===== config.mk =====
export PLATFORM = sky130hd
export DESIGN_NAME = seq_compare
export DESIGN_NICKNAME = d
export VERILOG_FILES = /design/src/rtl/cmp_pkg.sv /design/src/rtl/compare_chunk.sv /design/src/rtl/seq_compare.sv
export SDC_FILE = /design/constraint.sdc
export NUM_CORES = 1
export LEC_CHECK = 0
export CELL_PAD_IN_SITES_DETAIL_PLACEMENT = 1
export CELL_PAD_IN_SITES_GLOBAL_PLACEMENT = 2
export CORE_ASPECT_RATIO = 1.25
export CORE_MARGIN = 1.5
export CORE_UTILIZATION = 38
export DETAILED_ROUTE_END_ITERATION = 8
export GPL_TIMING_DRIVEN = 1
export PLACE_DENSITY_LB_ADDON = 0.1
export SETUP_SLACK_MARGIN = 0.3
export SYNTH_ARGS = -nofsm -noshare
export SYNTH_HDL_FRONTEND = slang
export SYNTH_SLANG_ARGS = --single-unit

===== constraint.sdc =====
create_clock -name clk_i -period 5.4 [get_ports clk_i]
set_clock_uncertainty 0.15 [all_clocks]
set_input_delay 1.08 -clock clk_i [delete_from_list [all_inputs] [get_ports clk_i]]
set_output_delay 1.08 -clock clk_i [all_outputs]
set_load 0.02 [all_outputs]

===== src/rtl/cmp_pkg.sv =====
// Shared types for the iterative magnitude comparator: FSM states and the
// one-hot result record.
package cmp_pkg;

  typedef enum logic [1:0] {
    IDLE = 2'd0,
    RUN  = 2'd1,
    DONE = 2'd2
  } cmp_state_e;

  typedef struct packed {
    logic eq;
    logic agt;
    logic bgt;
  } cmp_res_t;

  localparam cmp_res_t RES_NONE = '0;

  // Builds the one-hot result from a chunk compare outcome.
  function automatic cmp_res_t res_from(input logic eq, input logic agt);
    cmp_res_t r;
    r     = RES_NONE;
    r.eq  = eq;
    r.agt = !eq && agt;
    r.bgt = !eq && !agt;
    return r;
  endfunction

endpackage


===== src/rtl/compare_chunk.sv =====
// Combinational CHUNK-wide unsigned comparator; zero latency, no handshake.
// alarger_o is meaningful only when equal_o is 0.
module compare_chunk #(
  parameter int CHUNK = 4
) (
  input  logic [CHUNK-1:0] a_i,
  input  logic [CHUNK-1:0] b_i,
  output logic             equal_o,
  output logic             alarger_o
);

  assign equal_o   = (a_i == b_i);
  assign alarger_o = (a_i > b_i);

endmodule


===== src/rtl/seq_compare.sv =====
// Iterative MSB-first magnitude comparator, CHUNK bits per cycle with early exit.
// Latency 1..NCHUNK cycles from accept; one op in flight, result held in DONE until ready_i.
module seq_compare
  import cmp_pkg::*;
#(
  parameter  int WIDTH  = 32,
  parameter  int CHUNK  = 4,
  localparam int NCHUNK = WIDTH / CHUNK,
  localparam int CW     = $clog2(NCHUNK + 1)
) (
  input  logic             clk_i,
  input  logic             rst_ni,
  input  logic             valid_i,
  output logic             ready_o,
  input  logic [WIDTH-1:0] a_i,
  input  logic [WIDTH-1:0] b_i,
  input  logic             signed_i,
  input  logic             abort_i,
  output logic             valid_o,
  input  logic             ready_i,
  output logic             equal_o,
  output logic             alarger_o,
  output logic             blarger_o,
  output logic [CW-1:0]    cnt_o
);

  localparam int IW = (NCHUNK > 1) ? $clog2(NCHUNK) : 1;
  localparam logic [WIDTH-1:0] SIGN_MASK = WIDTH'(1) << (WIDTH - 1);

  if ((CHUNK < 1) || (CHUNK > WIDTH) || ((WIDTH % CHUNK) != 0)) begin : g_bad_params
    $error("seq_compare: WIDTH must be a non-zero multiple of CHUNK");
  end

  cmp_state_e       state_q, state_d;
  logic [WIDTH-1:0] a_q, b_q;
  logic [IW-1:0]    idx_q;
  logic [CW-1:0]    cnt_q;
  logic [CW-1:0]    res_cnt_q;
  cmp_res_t         res_q;

  logic [CHUNK-1:0] a_chunk, b_chunk;
  logic             chunk_eq, chunk_agt;
  logic             accept, last_chunk;

  assign a_chunk    = a_q[idx_q*CHUNK +: CHUNK];
  assign b_chunk    = b_q[idx_q*CHUNK +: CHUNK];
  assign last_chunk = (idx_q == '0);
  assign accept     = (state_q == IDLE) && valid_i && !abort_i;

  compare_chunk #(.CHUNK(CHUNK)) u_compare_chunk (
    .a_i       (a_chunk),
    .b_i       (b_chunk),
    .equal_o   (chunk_eq),
    .alarger_o (chunk_agt)
  );

  always_ff @(posedge clk_i or negedge rst_ni) begin
    if (!rst_ni) begin
      state_q <= IDLE;
    end else begin
      state_q <= state_d;
    end
  end

  always_comb begin
    state_d = state_q;
    ready_o = 1'b0;
    valid_o = 1'b0;
    case (state_q)
      IDLE: begin
        ready_o = 1'b1;
        if (valid_i) state_d = RUN;
      end
      RUN: begin
        if (!chunk_eq || last_chunk) state_d = DONE;
      end
      DONE: begin
        valid_o = 1'b1;
        if (ready_i) state_d = IDLE;
      end
      default: state_d = IDLE;
    endcase
    // Abort outranks every transition, including an accept in IDLE.
    if (abort_i) state_d = IDLE;
  end

  always_ff @(posedge clk_i or negedge rst_ni) begin
    if (!rst_ni) begin
      a_q       <= '0;
      b_q       <= '0;
      idx_q     <= '0;
      cnt_q     <= '0;
      res_cnt_q <= '0;
      res_q     <= RES_NONE;
    end else if (abort_i) begin
      res_cnt_q <= '0;
      res_q     <= RES_NONE;
    end else begin
      case (state_q)
        IDLE: begin
          if (accept) begin
            // Flipping the sign bits maps two's-complement order onto unsigned order.
            a_q   <= signed_i ? (a_i ^ SIGN_MASK) : a_i;
            b_q   <= signed_i ? (b_i ^ SIGN_MASK) : b_i;
            idx_q <= IW'(NCHUNK - 1);
            cnt_q <= '0;
          end
        end
        RUN: begin
          cnt_q <= cnt_q + CW'(1);
          if (!chunk_eq || last_chunk) begin
            res_q     <= res_from(chunk_eq, chunk_agt);
            res_cnt_q <= cnt_q + CW'(1);
          end else begin
            idx_q <= idx_q - IW'(1);
          end
        end
        DONE: begin
          if (ready_i) begin
            res_q     <= RES_NONE;
            res_cnt_q <= '0;
          end
        end
        default: ;
      endcase
    end
  end

  assign equal_o   = res_q.eq;
  assign alarger_o = res_q.agt;
  assign blarger_o = res_q.bgt;
  assign cnt_o     = res_cnt_q;

endmodule


==> run summary, run 1 <==
The startpoint of the worst hold path is b_q[27]. The net count after synthesis came out at 350. Traced cell by cell, the critical path runs through mux4_2 > nand2_1 > nand2_1 > ha_1 > and4_4 > o21ai_2 > a221o_1 > mux2_4. From synthesis to final layout, the design area changed by 30.22%. By area the synthesized netlist is led by sky130_fd_sc_hd__dfrtp_1, sky130_fd_sc_hd__mux2_1, sky130_fd_sc_hd__mux4_2, sky130_fd_sc_hd__ha_1, sky130_fd_sc_hd__mux2_4.

The peak supply drop came out at 220.1 uV. The global-route wire length before repair came out at 13,740 um. The floorplan row count is 40. The detailed-route via count is 2,438. The final worst hold slack is 0.3273 ns.

On the critical path, the stage with the largest delay is an instance of sky130_fd_sc_hd__dfrtp_1. The number of synthesized register bits came out at 80. The worst setup path is of the flop to flop kind. The estimated wirelength of the detail-placed design is 5695 um. The static leakage is 2.102 nW. The count of synthesis-stage warnings from yosys came out at 0. The tightest min-delay check is of the flop to flop type. The detailed-route vias per instance came out at 5.079. The number of enable-type register cells in the synthesized netlist is 0. The sum of routed wire length over all layers came out at 8042 um. The aggregate global routing overflow is 0. The number of instances resized during post-cts repair is 0.

The worst slew margin relative to its limit is 33.07%. The floorplan step defined a core boundary enclosing 9709 sq um. The number of H-tree levels is 3. The share of synthesized area occupied by flip-flops and latches came out at 52.39%.

At the pin with the least slew margin, the transition time is 1.004 ns. The count of endpoints failing setup in the final report came out at 0. The number of inserted diodes came out at 0. The width of the chip is 92.69 um. STA classifies the critical path endpoint as a flop. The peak per-stage delay on the critical path is 0.92 ns.

The buffer and inverter count on the worst path is 0. The maximum clock insertion buffer count came out at 2. Yosys mapped the design onto 38 distinct sky130hd cell types. The most common cell in the synthesized netlist is sky130_fd_sc_hd__dfrtp_1.

Grouping stages by cell kind, the critical path spends the most delay in flip-flops. The number of post-CTS setup repair buffers came out at 0. The final max-slew violation count is 0.

The tree is rooted in a sky130_fd_sc_hd__clkbuf_16. The final layout contains 426 nets. The number of clock buffers added by TritonCTS is 9. The clock net in this run drives a total of 80 sinks.

The required time at the worst-slack endpoint is 5.47 ns. Summed over all failing endpoints, the final setup total negative slack is 0 ns. The cell count after synthesis is 273. The per-cell routed wire length came out at 16.75 um. The run finished with clean final reports. The die area came out at 10,670 sq um. The final number of hold-violating endpoints came to 0.

The fraction of synthesized cell area taken by the top area cell type is 52.39%. The routability congestion estimate from global placement is 0.7444. The fraction of synthesis flops using an asynchronous set or reset pin is 100.0%. The clock-pin transition on the worst setup and hold timing paths came out at 0.06 ns. For this run, the total global-route usage over all layers was measured as 17.17%. A synthesized cell averages 14.00 sq um.

The clock reaches the later pin of the worst-skew pair after 0.34 ns. The vertical extent of the die is 115.1 um. The register-to-register setup slack came out at 2.07 ns. The element type at the critical path start is a flop. The initial core utilization is 39.36%. sky130_fd_sc_hd__dfrtp_1 takes more of the synthesized area than any other cell. The pin count of the biggest net entering global routing is 81.

The number of input and output port buffers inserted is 78. The top fanout value on the critical path is 18. The iteration-0 DRC count of the detailed router is 43. The final worst-path cycle share came out at 61.74%.

The launching element of the worst setup path is idx_q[1]. Setup repair after global routing left no endpoint under its margin. By count the netlist is led by sky130_fd_sc_hd__dfrtp_1, sky130_fd_sc_hd__mux2_1, sky130_fd_sc_hd__nand2_1. The total I/O pin count is 79. The minimum clock period is 3.334 ns.

The mapped netlist covers 3821 sq um. The startpoint identified for the worst register-to-register timing path is idx_q[1]. The top flip-flop cell by instance count after synthesis is sky130_fd_sc_hd__dfrtp_1. Counting stages on the worst path, the most repeated cell is sky130_fd_sc_hd__nand2_1. The first-pass iteration count of the detailed router is 2. The ratio of total power to cell area came out at 450.1 nW/um^2. The share of layout cells above drive strength 1 came out at 12.43%. The number of remaining DRC errors came out at 0. The number of maximum-capacitance constraint violations is 0. The highest attainable clock frequency came out at 299.9 MHz. The via count of the first global-routing pass is 2,725.

The number of antenna-violating nets in the routed design is 0. The initial antenna violation count came out at 0. TritonCTS built the clock tree. Data on the critical path arrives at its endpoint at 3.40 ns.

The total of hold buffers inserted after clock tree synthesis came out at 0.
[state kept, by name (all words and copies together) (netlist names)]
| register | cells |
|---|---|
| idx_q | 3 |
| cnt_q | 4 |
| blarger_o | 1 |
| cnt_o | 4 |
| b_q | 32 |
| equal_o | 1 |
| state_q | 2 |
| a_q | 32 |
| alarger_o | 1 |
[path summary, 6_finish.rpt]
path	to	cells past startpoint
min in group asynchronous	cnt_o[0]	1
setup reg to reg	cnt_o[1]	8
hold / removal	b_q[27]	1
setup / recovery	cnt_o[1]	8
max in group asynchronous	b_q[4]	1
hold reg to reg	b_q[27]	1
[metal layers]
metal	share of wire, %	track usage (%)	up-vias
li1	-	-	1143
met3	3.7	4.233	13
met5	0	0	-
met1	44	20.95	1231
met4	2.2	8.283	0
met2	51	28.58	51
[area by class of cell]
type                       instances  area [sq um]
tap                              126         157.7
timing repair buffer              80         805.8
clock inverter                     3         40.04
inverter                           8         30.03
clock buffer                      13         260.3
multi-input combinational        170          1680
fill                             974          4733
sequential                        80          2002
[per-stage QoR]
stage               setup WS (ns)  power (mW)  cell area (sq um)  instances  utilization [%]
floorplan                   2.483       1.405               3821        273                -
global placement            1.916       1.626               4676        464            48.16
detailed placement          1.851       1.652               4676        464            48.16
CTS                         1.997       2.277               4976        480            51.25
global route                1.876       2.394               4976        480            51.25
finish                      2.066       2.240               4976        480            51.25
[cell families after synthesis]
family / Yosys count / synth area share, %
AND/OR/NAND/NOR: 45 / 5.501
XOR/XNOR: 3 / 0.6877
adder cells (fa/ha/maj): 7 / 2.292
buffers and inverters: 23 / 3.765
multiplexers: 87 / 30.71
flip-flops: 80 / 52.39
AO/OA/AOI/OAI: 28 / 4.650
[where the power goes]
| group | total (mW) | switching [mW] | internal [mW] |
|---|---|---|---|
| clock | 0.611 | 0.230 | 0.382 |
| combinational | 0.714 | 0.312 | 0.402 |
| sequential | 0.914 | 0.124 | 0.790 |
[cell usage in the layout (no fill, tap or decap), drive strengths merged, types with 6 or more instances in the layout]
cell type       n
dfrtp          80
clkdlybuf4s50  77
mux2           67
nand2          19
mux4           16
nor2           13
clkbuf         13
a21oi           8
ha              7
inv             7
o21ai           6
(Power assumes the default switching activity.)
==> inputs of run 2 (changes only) <==
--- a/config.mk
+++ b/config.mk
@@ -9,7 +9,7 @@
 export CELL_PAD_IN_SITES_GLOBAL_PLACEMENT = 2
 export CORE_ASPECT_RATIO = 1.25
 export CORE_MARGIN = 1.5
-export CORE_UTILIZATION = 38
+export CORE_UTILIZATION = 35
 export DETAILED_ROUTE_END_ITERATION = 8
 export GPL_TIMING_DRIVEN = 1
 export PLACE_DENSITY_LB_ADDON = 0.1
==> constraint.sdc (replaced) <==
create_clock -name clk_i -period 3.3 [get_ports clk_i]
set_clock_uncertainty 0.15 [all_clocks]
set_input_delay 0.66 -clock clk_i [delete_from_list [all_inputs] [get_ports clk_i]]
set_output_delay 0.66 -clock clk_i [all_outputs]
set_load 0.02 [all_outputs]
==> run 2 against run 1 <==
Maximum frequency increased by 13%. Clock power increased by 56%. Count of clock-buffer cells in the layout decreased by 1. Die area increased by 8.3%. Global-route usage decreased by 1.1 points. Largest cell class unchanged. Highest routed layer unchanged.
==> run summary, run 2 (synthesized netlist as in run 1, its figures left out) <==
The highest attainable clock frequency came out at 337.8 MHz. The filler cells instantiated in the layout total 1,099. After global routing the overflow that remains totals 0. The floorplan step defined a die boundary enclosing 11,560 sq um. The launching element of the worst setup path is idx_q[0]. The endpoint arrival time on the critical path came out at 3.02 ns. The latest clock arrival within the worst-skew pair came out at 0.33 ns. The worst-case setup slack after placement came out at 0.3078 ns. The width of the chip is 96.46 um. The number of remaining DRC errors is 0. The pin count of the biggest net entering global routing is 81. The flow ran to the end, and the final reports show no timing, DRC or antenna violations.

The number of antenna-violating nets in the routed design is 0. The initial antenna violation count is 0. The minimum clock period is 2.960 ns. The estimated wirelength of the detail-placed design came out at 6082 um. The most used routing layer in global routing is met2.

The total clock sinks is 80. The required time at the worst-slack endpoint came out at 3.36 ns. The routability congestion estimate from global placement came out at 0.7327. The critical path is of the flop to flop type. The number of H-tree levels came out at 3.

After routing, the total negative slack on setup checks comes to 0 ns. The number of CTS-inserted buffers is 9. In the global route stage, met1 resource usage came out at 20.59%.

The maximum clock insertion buffer count is 2. The worst-margin pin slew came out at 1.034 ns. The routing usage on met2 came out at 27.19%.

The final max-slew violation count is 0. The worst slew margin relative to its limit is 31.06%. The completed layout was analyzed and its total power is 3.769 mW. The sum of routed wire length over all layers came out at 8415 um. The placeable core region is 10,620 sq um.

The CTS tree is yes. Once routing completed, OpenROAD measured the worst setup slack at 0.3396 ns. The detailed-route vias per instance is 5.060. The share of layout cells above drive strength 1 is 16.10%. The iteration-0 DRC count of the detailed router came out at 72. The type of destination of the critical path is a flop. VDD sags by at most 305.5 uV. The first TritonRoute pass finished after 4 iterations. The via count of the first global-routing pass came to 2,732. Across all layers, the routed design uses 2,459 vias. The aggregate global-route resource usage came out at 16.10%. The depth of the most critical reg-to-reg path is 9. After clock tree synthesis, the clock-pin slew on the worst setup and hold paths is 0.06 ns. The utilization after layout came out at 47.70%. Once the floorplan was initialized, standard cells occupied 36.00% of the core. Following the worst setup path forward leads to its endpoint at cnt_o[0]. The tightest min-delay check is of the flop to flop type. The final worst-path cycle share came out at 89.71%. The global-route track usage on met3 came out at 3.105%. The element type at the critical path start is a flop.

The library cells used most frequently in the layout, excluding fill and tap cells, are sky130_fd_sc_hd__dfrtp_1, sky130_fd_sc_hd__clkdlybuf4s50_1, sky130_fd_sc_hd__mux2_1. In this run the tool buffered the top-level ports with 78 buffer cells. The launch point of the worst reg-to-reg path is idx_q[0]. The final worst hold slack is 0.3302 ns. In this run, post-CTS hold repair placed 0 buffers. Max-cap violations in this run came to 0. The area added between synthesis and finish came out at 32.51%. The master cell of the clock root buffer is sky130_fd_sc_hd__clkbuf_16.

The most frequent standard cell in the layout excluding fill and tap cells is sky130_fd_sc_hd__dfrtp_1. The count of endpoints failing setup in the final report came out at 0. In the final layout, the registers with the most flip-flops are a_q: 32 flops, b_q: 32 flops. For this design the static power due to leakage is 2.115 nW.

The worst register-to-register path ends at cnt_o[0]. Setup repair after global routing could not meet its margin everywhere. The count of nets after finishing came out at 429. The per-cell routed wire length came out at 17.31 um. The total I/O pin count came out at 79. The die is 119.8 um tall. The ratio of total power to cell area is 744.4 nW/um^2. The number of inserted diodes is 0. The final number of hold-violating endpoints came out at 0.

The global-route wire length before repair is 13,900 um. The setup check on the worst reg-to-reg path leaves a slack of 0.34 ns. The floorplan has 42 rows.

The top fanout value on the critical path is 7. The number of post-CTS setup repair buffers came out at 0.
run 2: cell count changes in the layout (fill, tap and decap cells not counted), moves of 2 or more:
cell	delta
sky130_fd_sc_hd__clkinv_2	-2
sky130_fd_sc_hd__nand2_1	-6
sky130_fd_sc_hd__ha_4	+3
sky130_fd_sc_hd__mux2i_2	+3
sky130_fd_sc_hd__nand2_2	+5
sky130_fd_sc_hd__mux2i_1	-3
sky130_fd_sc_hd__ha_1	-3
run 2: area by class of cell:
| class | count | area, sq um | share of cell area, % |
|---|---|---|---|
| tap | 132 | 165.2 | 3.262 |
| clock inverter | 1 | 30.03 | 0.5930 |
| multi-input combinational | 170 | 1750 | 34.57 |
| sequential | 80 | 2002 | 39.54 |
| inverter | 8 | 30.03 | 0.5930 |
| clock buffer | 12 | 246.5 | 4.868 |
| timing repair buffer | 83 | 839.6 | 16.58 |
run 2: critical path, stage by stage, from the launching register on:
cell                      delay (ns)
sky130_fd_sc_hd__dfrtp_1        0.41
sky130_fd_sc_hd__buf_6          0.17
sky130_fd_sc_hd__mux4_2         0.53
sky130_fd_sc_hd__nand2_2        0.11
sky130_fd_sc_hd__nand2_4        0.07
sky130_fd_sc_hd__ha_4           0.28
sky130_fd_sc_hd__and4_4         0.25
sky130_fd_sc_hd__o21ai_2        0.07
sky130_fd_sc_hd__a221o_2        0.48
sky130_fd_sc_hd__mux2_4         0.32
run 2: repair_timing:
item	CTS	global route
pin swaps	0	2
resized for setup	1	16
endpoints found under the setup margin	5	7
run 2: power by group:
group | internal, mW | switching (mW)
Sequential | 1.29 | 0.184
Combinational | 0.737 | 0.602
Clock | 0.594 | 0.358
Total | 2.63 | 1.14
run 2: stage by stage:
stage,instances,cell area [sq um]
2_1_floorplan,273,3821
3_3_place_gp,473,4706
3_5_place_dp,473,4706
4_1_cts,486,4984
5_1_grt,486,5064
6_report,486,5064
run 2: worst min-delay path by stage:
stage	startpoint	endpoint	slack (ns)	cells after the start
floorplan	rst_ni	a_q[0]	0.21	0
global placement	a_q[4]	a_q[4]	0.31	1
detailed placement	b_q[15]	b_q[15]	0.32	1
CTS	b_q[15]	b_q[15]	0.34	1
global route	a_q[17]	a_q[17]	0.35	1
finish	b_q[15]	b_q[15]	0.33	1
run 2: per-layer routing:
layer	vias up	wire length (um)
met3	11	227
met5	-	0
li1	1142	-
met1	1262	3686
met4	0	113
met2	44	4388
